<file path="config.mk">
export PLATFORM = sky130hd
export DESIGN_NAME = layer_compositor_pipe
export DESIGN_NICKNAME = d
export VERILOG_FILES = /design/src/rtl/layer_compositor_pipe.sv
export SDC_FILE = /design/constraint.sdc
export NUM_CORES = 2
export LEC_CHECK = 0
export BUFFER_PORTS_ARGS = -buffer_cell sky130_fd_sc_hd__buf_2
export CAP_MARGIN = 25
export CELL_PAD_IN_SITES_DETAIL_PLACEMENT = 0
export CELL_PAD_IN_SITES_GLOBAL_PLACEMENT = 1
export CORE_UTILIZATION = 40
export DETAILED_ROUTE_END_ITERATION = 12
export PLACE_DENSITY = 0.63
export SLEW_MARGIN = 10
export SYNTH_ARGS = -nofsm -noshare
export SYNTH_HDL_FRONTEND = slang
export SYNTH_SLANG_ARGS = --single-unit
</file>
<file path="constraint.sdc">
create_clock -name clk -period 2.47 [get_ports clk]
set_input_delay 0.494 -clock clk [delete_from_list [all_inputs] [get_ports clk]]
set_output_delay 0.494 -clock clk [all_outputs]
set_load 0.05 [all_outputs]
</file>
<file path="src/rtl/layer_compositor_pipe.sv">
`default_nettype none
// ============================================================================
// Module   : layer_compositor_pipe
// Brief    : PLANES-stage priority compositor with frame-synchronous shadow
//            config (enable + transparent key per plane). Optional per-plane
//            byte-average blending when LAYER_COMPOSITOR_BLEND_EN is defined.
// Revision : 1.0
// ============================================================================
module layer_compositor_pipe #(
    parameter int                     PLANES      = 9,
    parameter int                     COLOR_WIDTH = 32,
    parameter logic [COLOR_WIDTH-1:0] BG_COLOR    = '0
) (
    input  logic                            clk,
    input  logic                            reset_n,
    input  logic [PLANES*COLOR_WIDTH-1:0]   color_in,
    input  logic                            de_in,
    input  logic                            frame_start,
    input  logic                            cfg_we,
    input  logic [$clog2(PLANES)-1:0]       cfg_plane,
    input  logic                            cfg_enable,
`ifdef LAYER_COMPOSITOR_BLEND_EN
    input  logic                            cfg_blend,
`endif
    input  logic [COLOR_WIDTH-1:0]          cfg_key,
    output logic [COLOR_WIDTH-1:0]          color_out,
    output logic                            de_out,
    output logic [$clog2(PLANES+1)-1:0]     hit_plane
);

    localparam int             HW     = $clog2(PLANES + 1);
    localparam logic [HW-1:0]  HIT_BG = HW'(PLANES);

    logic [PLANES-1:0]      sh_en_q;
    logic [PLANES-1:0]      act_en_q;
    logic [COLOR_WIDTH-1:0] sh_key_q  [PLANES];
    logic [COLOR_WIDTH-1:0] act_key_q [PLANES];
    logic                   cfg_wr;

    assign cfg_wr = cfg_we && (int'(cfg_plane) < PLANES);

    // Commit reads the shadow before this edge's write lands, so a write in
    // the commit cycle waits for the following frame_start.
    always_ff @(posedge clk or negedge reset_n) begin
        if (!reset_n) begin
            sh_en_q  <= '1;
            act_en_q <= '1;
            for (int i = 0; i < PLANES; i++) begin
                sh_key_q[i]  <= '0;
                act_key_q[i] <= '0;
            end
        end else begin
            if (cfg_wr) begin
                sh_en_q[cfg_plane]  <= cfg_enable;
                sh_key_q[cfg_plane] <= cfg_key;
            end
            if (frame_start) begin
                act_en_q  <= sh_en_q;
                act_key_q <= sh_key_q;
            end
        end
    end

`ifdef LAYER_COMPOSITOR_BLEND_EN
    logic [PLANES-1:0] sh_blend_q;
    logic [PLANES-1:0] act_blend_q;

    always_ff @(posedge clk or negedge reset_n) begin
        if (!reset_n) begin
            sh_blend_q  <= '0;
            act_blend_q <= '0;
        end else begin
            if (cfg_wr) begin
                sh_blend_q[cfg_plane] <= cfg_blend;
            end
            if (frame_start) begin
                act_blend_q <= sh_blend_q;
            end
        end
    end

    function automatic logic [COLOR_WIDTH-1:0] avg_bytes(
        input logic [COLOR_WIDTH-1:0] a,
        input logic [COLOR_WIDTH-1:0] b
    );
        logic [COLOR_WIDTH-1:0] r;
        logic [8:0]             s;
        r = '0;
        for (int i = 0; i < COLOR_WIDTH / 8; i++) begin
            s           = {1'b0, a[i*8 +: 8]} + {1'b0, b[i*8 +: 8]};
            r[i*8 +: 8] = s[8:1];
        end
        return r;
    endfunction
`endif

    for (genvar k = 0; k < PLANES; k++) begin : g_stage
        logic [COLOR_WIDTH-1:0] pix;
        logic [COLOR_WIDTH-1:0] below_col;
        logic [HW-1:0]          below_hit;
        logic                   below_de;
        logic                   opaque;
        logic [COLOR_WIDTH-1:0] col_d;
        logic [HW-1:0]          hit_d;
        logic [COLOR_WIDTH-1:0] col_q;
        logic [HW-1:0]          hit_q;
        logic                   de_q;

        if (k == 0) begin : g_base
            assign pix       = color_in[COLOR_WIDTH-1:0];
            assign below_col = BG_COLOR;
            assign below_hit = HIT_BG;
            assign below_de  = de_in;
        end else begin : g_skew
            // k-deep delay line aligns plane k with the pixel reaching stage k.
            logic [COLOR_WIDTH-1:0] dly_q [k];

            always_ff @(posedge clk or negedge reset_n) begin
                if (!reset_n) begin
                    for (int j = 0; j < k; j++) begin
                        dly_q[j] <= '0;
                    end
                end else begin
                    dly_q[0] <= color_in[k*COLOR_WIDTH +: COLOR_WIDTH];
                    for (int j = 1; j < k; j++) begin
                        dly_q[j] <= dly_q[j-1];
                    end
                end
            end

            assign pix       = dly_q[k-1];
            assign below_col = g_stage[k-1].col_q;
            assign below_hit = g_stage[k-1].hit_q;
            assign below_de  = g_stage[k-1].de_q;
        end

        assign opaque = act_en_q[k] && (pix != act_key_q[k]);
`ifdef LAYER_COMPOSITOR_BLEND_EN
        assign col_d  = !opaque ? below_col
                      : (act_blend_q[k] ? avg_bytes(pix, below_col) : pix);
`else
        assign col_d  = opaque ? pix : below_col;
`endif
        assign hit_d  = opaque ? HW'(k) : below_hit;

        always_ff @(posedge clk or negedge reset_n) begin
            if (!reset_n) begin
                col_q <= '0;
                hit_q <= HIT_BG;
                de_q  <= 1'b0;
            end else begin
                col_q <= col_d;
                hit_q <= hit_d;
                de_q  <= below_de;
            end
        end
    end

    assign color_out = g_stage[PLANES-1].col_q;
    assign hit_plane = g_stage[PLANES-1].hit_q;
    assign de_out    = g_stage[PLANES-1].de_q;

endmodule
`default_nettype wire

</file>
== After elaboration in Yosys (flattened, before gate mapping) ==
Index checks and enable logic that the tools add are counted.
Cells by class
  order comparisons: 5
  eq/ne operators: 9
  muxes and demuxes: 24
  bitwise operators: 1
  reduce and logical (&&, ||, !) cells: 12
Operator list (count)
  32-bit two-way mux: 10
  288-bit bitwise mux: 1
  32-bit != test: 9
  32-bit demux with 4-bit select: 1
  4-bit two-way mux: 9
  1-bit logical AND: 12
  9-bit bitwise mux: 1
  5-bit >= comparator (second input constant): 1
  4-bit by 5-bit less-than comparator with 1-bit output (second input constant): 1
  5-bit by 1-bit less-than comparator with 1-bit output (second input constant): 1
  4-bit NOT with 5-bit output: 1
  1-bit demux with 4-bit select: 1
  4-bit by 1-bit >= comparator with 1-bit output (second input constant): 1
  4-bit less-than comparator (second input constant): 1
  1-bit two-way mux: 1
Storage, ports and cells
  register bits: 2079
  input port bits: 330
  output and inout port bits: 37
  logic and storage cells: 134

== Logic depth before layout (Yosys ltp) ==
  depth after elaboration: 6
  gate-level depth with buffers: 6
  depth with buffers taken out: 5

== Least setup slack after synthesis ==
Ideal clock, no wire load.
  kind: reg2reg
  start: reg act_key_q[26] (netlist name)
  end: reg g_stage[8].col_q[10], in the netlist color_out[10]
  library setup time: 0.125 ns
  data arrival time: 1.755 ns
  data required time: 2.345 ns
  path slack: 0.591 ns
  stages on the path, launching flop included: 7
  clock period less this slack: 1.879 ns
  cell sequence: dfrtp_1 > xor2_1 > nor4_1 > nand4_1 > o21ai_4 > buf_6 > mux2_2
Between the ends
  word-level cells in the longest chain between the ends: 3
Ends and longest elaborated chain
  start: declaration: RTL line 37  | logic [COLOR_WIDTH-1:0] act_key_q [PLANES];
  start signal: assignment: RTL line 59  | act_key_q <= sh_key_q;
  32-bit != test: RTL line 137  | assign opaque = act_en_q[k] && (pix != act_key_q[k]);
  1-bit logical AND: RTL line 137
  32-bit two-way mux: RTL line 142  | assign col_d = opaque ? pix : below_col;
  named net g_stage[8].col_d[10]: RTL line 103  | logic [COLOR_WIDTH-1:0] col_d;
  end signal: assignment: RTL line 152  | col_q <= col_d;
  end: declaration: RTL line 105  | logic [COLOR_WIDTH-1:0] col_q;
The timed path passes the listed nets, and every way through them passes these cells.
A chain may end at the register's enable or synchronous reset.

== Worst setup path after layout ==
  start: reg g_stage[7].g_skew.dly_q, in the netlist g_stage[7].pix[10]
  end: reg g_stage[7].col_q[5]
Between the ends
  word-level cells in the longest chain between the ends: 3
Ends and longest elaborated chain
  start: declaration: RTL line 116  | logic [COLOR_WIDTH-1:0] dly_q [k];
  start signal: indexed assignment: RTL line 126  | dly_q[j] <= dly_q[j-1];
  32-bit != test: RTL line 137
  1-bit logical AND: RTL line 137
  32-bit two-way mux: RTL line 142
  named net g_stage[7].col_d[5]: RTL line 103
  end signal: assignment: RTL line 152
  end: declaration: RTL line 105
The timed path passes the listed nets, and every way through them passes these cells.

==> results <==
- At the worst endpoint, the arrival time is 2.98 ns.
- Summed over all instances, the cell type with the most area after synthesis is dfrtp_1.
- The final count of negative-setup-slack endpoints is 0.
- Traced cell by cell, the critical path runs through xor2_1 > nor4_1 > buf_4 > nand4_1 > o21ai_4 > buf_4 > buf_12 > mux2_1.
- The ratio of final minimum period to clock period is 0.940.
- In the final routed layout, each cell accounts on average for 23.9 um.
- The area enclosed by the die boundary is 0.166 sq mm.
- The hold violation total from the final report is 0.
- The run finished with clean final reports.
- The initial antenna violation count is 35.
- VDD sags by at most 0.667 mV.
- The most used flip-flop cell after synthesis is dfrtp_1.
- The routed layout has 31100 vias.
- The count of clock tree sinks is 2072.
- The path class of the tightest hold or removal check is input port to async pin.
- In this run the mean area of a mapped cell was 18.9 sq um.
- Yosys mapped a number of flops with a built-in enable equal to 0.
- The number of non-filler instances in the completed layout is 6725.
- For this configuration, the core starts out at a cell density of 0.403.
- Measured against its own limit, the worst slew margin works out to 0.500.
- The area of the placeable core is 0.163 sq mm.
- The clock latency at the later pin of the worst-skew pair is 0.85 ns.
- The wire length of the first global-routing pass is 238 mm.
- The worst setup slack before clock tree synthesis is -0.0494 ns.
- After layout, the minimum clock period comes to 2.32 ns.
- The count of antenna-violating nets left after detailed routing is 0.
- The root buffer cell is clkbuf_16.
- Before antenna repair, the detailed router went through 4 iterations.
- The clock passes through at most 3 buffers.
- During I/O placement, the number of pins put on the boundary was 367.
- The cell with the largest stage delay on the worst path is dfrtp_1.
- The via count of the first global-routing pass is 33700.
- The leakage power of the design is 37.0 nW.
- Across the run, the number of max-cap violations was 0.
- The clock-pin slew reported for the worst setup and hold paths after clock tree synthesis is 0.06 ns.
- The smallest setup slack after layout is 0.149 ns.
- TritonCTS built the clock tree.
- After detailed placement, the design holds a cell count of 6052.
- The HPWL after detailed placement is 107 mm.
- The die outline width is 407 um.
- After synthesis, the cell types taking the most area are dfrtp_1, mux2_2, xor2_1.
- The deepest level of the CTS H-tree is 4.
- STA classifies the critical path endpoint as a register.
- The commonest cells after synthesis are dfrtp_1, mux2_2, xor2_1, nor4_1, and2_1.
- The count of state elements after synthesis is 2072.
- The count of synthesis-stage warnings from yosys is 0.
- The data required time of the worst path is 3.13 ns.
- The total of fill cells in the finished design is 13600.
- Setup repair after global routing left no endpoint under its margin.
- After detailed routing, the number of vias per cell comes to 4.63.
- Of all flip-flops after synthesis, the portion carrying an async set or reset was 1.00.
- The sequential cell area fraction in the yosys report is 0.790.
- The net count of the finished layout is 4702.
- Counting distinct cell types in the post-synthesis netlist gives 24.
- The detailed-route wire length is 161 mm.
- Across every metal layer, demand over resource in global routing totals 0.199.
- dfrtp_1 is the most common cell in the netlist.
- Dividing total power by cell area gives a power density of 1050 mW/mm^2.
- During placement, the flow inserted port buffers numbering 366.
- The number of buffers inserted by post-CTS setup repair is 0.
- The pin count of the biggest net entering global routing is 116.
- Synthesis handed over a netlist of 3476 instances.
- The completed layout was analyzed and its total power is 85.3 mW.
- The area fraction of the dominant cell type after synthesis is 0.776.
- In this run the core area contains 148 standard-cell rows.
- Hold timing on the final database bottoms out at a slack of 0.117 ns.
- The delay of the slowest cell on the worst path is 0.41 ns.
- The final weighted congestion in routability-driven placement is 0.797.
- At the pin with the least slew margin, the transition time is 0.750 ns.
- The number of slew-limit violations in the final report came to 0.
- The post-synth net total is 3806.
- The die is 407 um tall.
- The total overflow left after global routing is 0.
- The most numerous cell type found on the critical path is buf_4.
- The critical path launch point type is a register.
- From synthesis to final layout, the design area changed by 24.1%.
- The number of clock buffers added by TritonCTS is 203.
- The path type of the worst setup path is register to register.
- The share of layout cells above drive strength 1 is 0.370.
- The count of unresolved DRC violations after routing is 0.
- Of all nets on the critical path, the largest fanout is 8.
- The peak clock frequency supported by timing is 431 MHz.
- The worst clock skew on the final layout is 0.0712 ns.
- In this run the cell area of the synthesized design comes to 0.0657 sq mm.
- The violation count after the first detailed-route iteration is 2284.
registers in the layout (all words and copies together) (netlist names):
| name | flops |
|---|---|
| g_stage.g_skew.dly_q | 928 |
| act_key_q | 288 |
| sh_key_q | 288 |
| g_stage.col_q | 256 |
| g_stage.pix | 224 |
| color_out | 32 |
| g_stage.hit_q | 25 |
| act_en_q | 9 |
| sh_en_q | 9 |
| g_stage.de_q | 8 |
| hit_plane | 4 |
| de_out | 1 |
critical path: cells and delay by family, from the launching register on:
family	cells	cell delay (ns)
and+or+nand+nor	2	0.54
xor gates and xnor gates	1	0.15
DFF	1	0.41
AOI/OAI and AO/OA	1	0.22
buffers and inverters	3	0.51
muxes	1	0.32
routing by layer:
metal / part of all wire / track usage / vias to the layer above
li1: - / - / 13500
met1: 0.47 / 0.300 / 16700
met2: 0.46 / 0.302 / 688
met3: 0.047 / 0.0338 / 186
met4: 0.019 / 0.0467 / 4
met5: 0.00017 / 0 / -
cell families after synthesis:
logic type,after synthesis,share of synthesized area
DFF,2072,0.790
AOI/OAI and AO/OA,9,0.00198
and+or+nand+nor,164,0.0154
buffers and inverters,93,0.00868
xor gates and xnor gates,288,0.0384
muxes,850,0.146
what timing repair did:
action,in CTS,in global routing
endpoints found under the setup margin,42,44
endpoints found under the hold margin,744,0
hold buffers,290,0
resized for setup,2,3
cell usage in the layout, fill, tap and decap left out, types with 3 or more instances in the layout:
cell and instances:
dfrtp_1 2037, mux2_2 809, buf_2 364, dlygate4sd3_1 290, xor2_1 256, clkbuf_16 205, buf_4 74, nor4_1 61
buf_12 52, and2_1 47, clkbuf_8 46, clkbuf_1 45, mux2_1 41, dfstp_2 35, xnor2_1 32, clkinv_2 31
nand4_1 24, bufinv_16 23, nand2b_1 15, clkinv_16 12, diode_2 8, o21ai_4 8, clkinvlp_4 6, nor4_2 5
clkinv_4 4, inv_1 3, nand2_1 3
where the power goes:
part	internal, mW	switching (mW)
logic	5.25	4.83
registers	39.2	3.56
clock network	19.2	13.2
total	63.7	21.6
final timing paths:
kind | slack [ns] | end | depth (start not counted) | from
setup / recovery | 0.15 | g_stage[7].col_q[5] | 8 | g_stage[7].pix[10]
hold / removal | 0.12 | g_stage[8].pix[23] | 2 | reset_n
setup reg to reg | 0.15 | g_stage[7].col_q[5] | 8 | g_stage[7].pix[10]
hold reg to reg | 0.28 | g_stage[4].g_skew.dly_q[38] | 0 | g_stage[4].g_skew.dly_q[70]
max in group asynchronous | 1.23 | g_stage[4].g_skew.dly_q[112] | 4 | reset_n
min in group clk | 0.18 | act_key_q[260] | 2 | frame_start
stage by stage:
stage | area [sq um] | TNS [ns] | util
final | 81500 | 0 | 0.500
after global routing | 81500 | 0 | 0.500
after CTS | 81500 | 0 | 0.500
after detailed placement | 71300 | -0.408 | 0.438
after global placement | 71300 | -0.307 | 0.438
after floorplan | 65700 | 0 | -
final cells by class:
cell class                      instances  area (sq um)  area share
Clock inverter                         79          1320      0.0162
Multi-Input combinational cell       1311         13300       0.163
Tap cell                             2175          2720      0.0334
Sequential cell                      2072         51900       0.637
Clock buffer                          296          5930      0.0728
Antenna cell                            8          20.0    0.000246
Inverter                                3          11.3    0.000138
Timing Repair Buffer                  781          6340      0.0777
No activity file was read; power rests on OpenSTA's default activity.
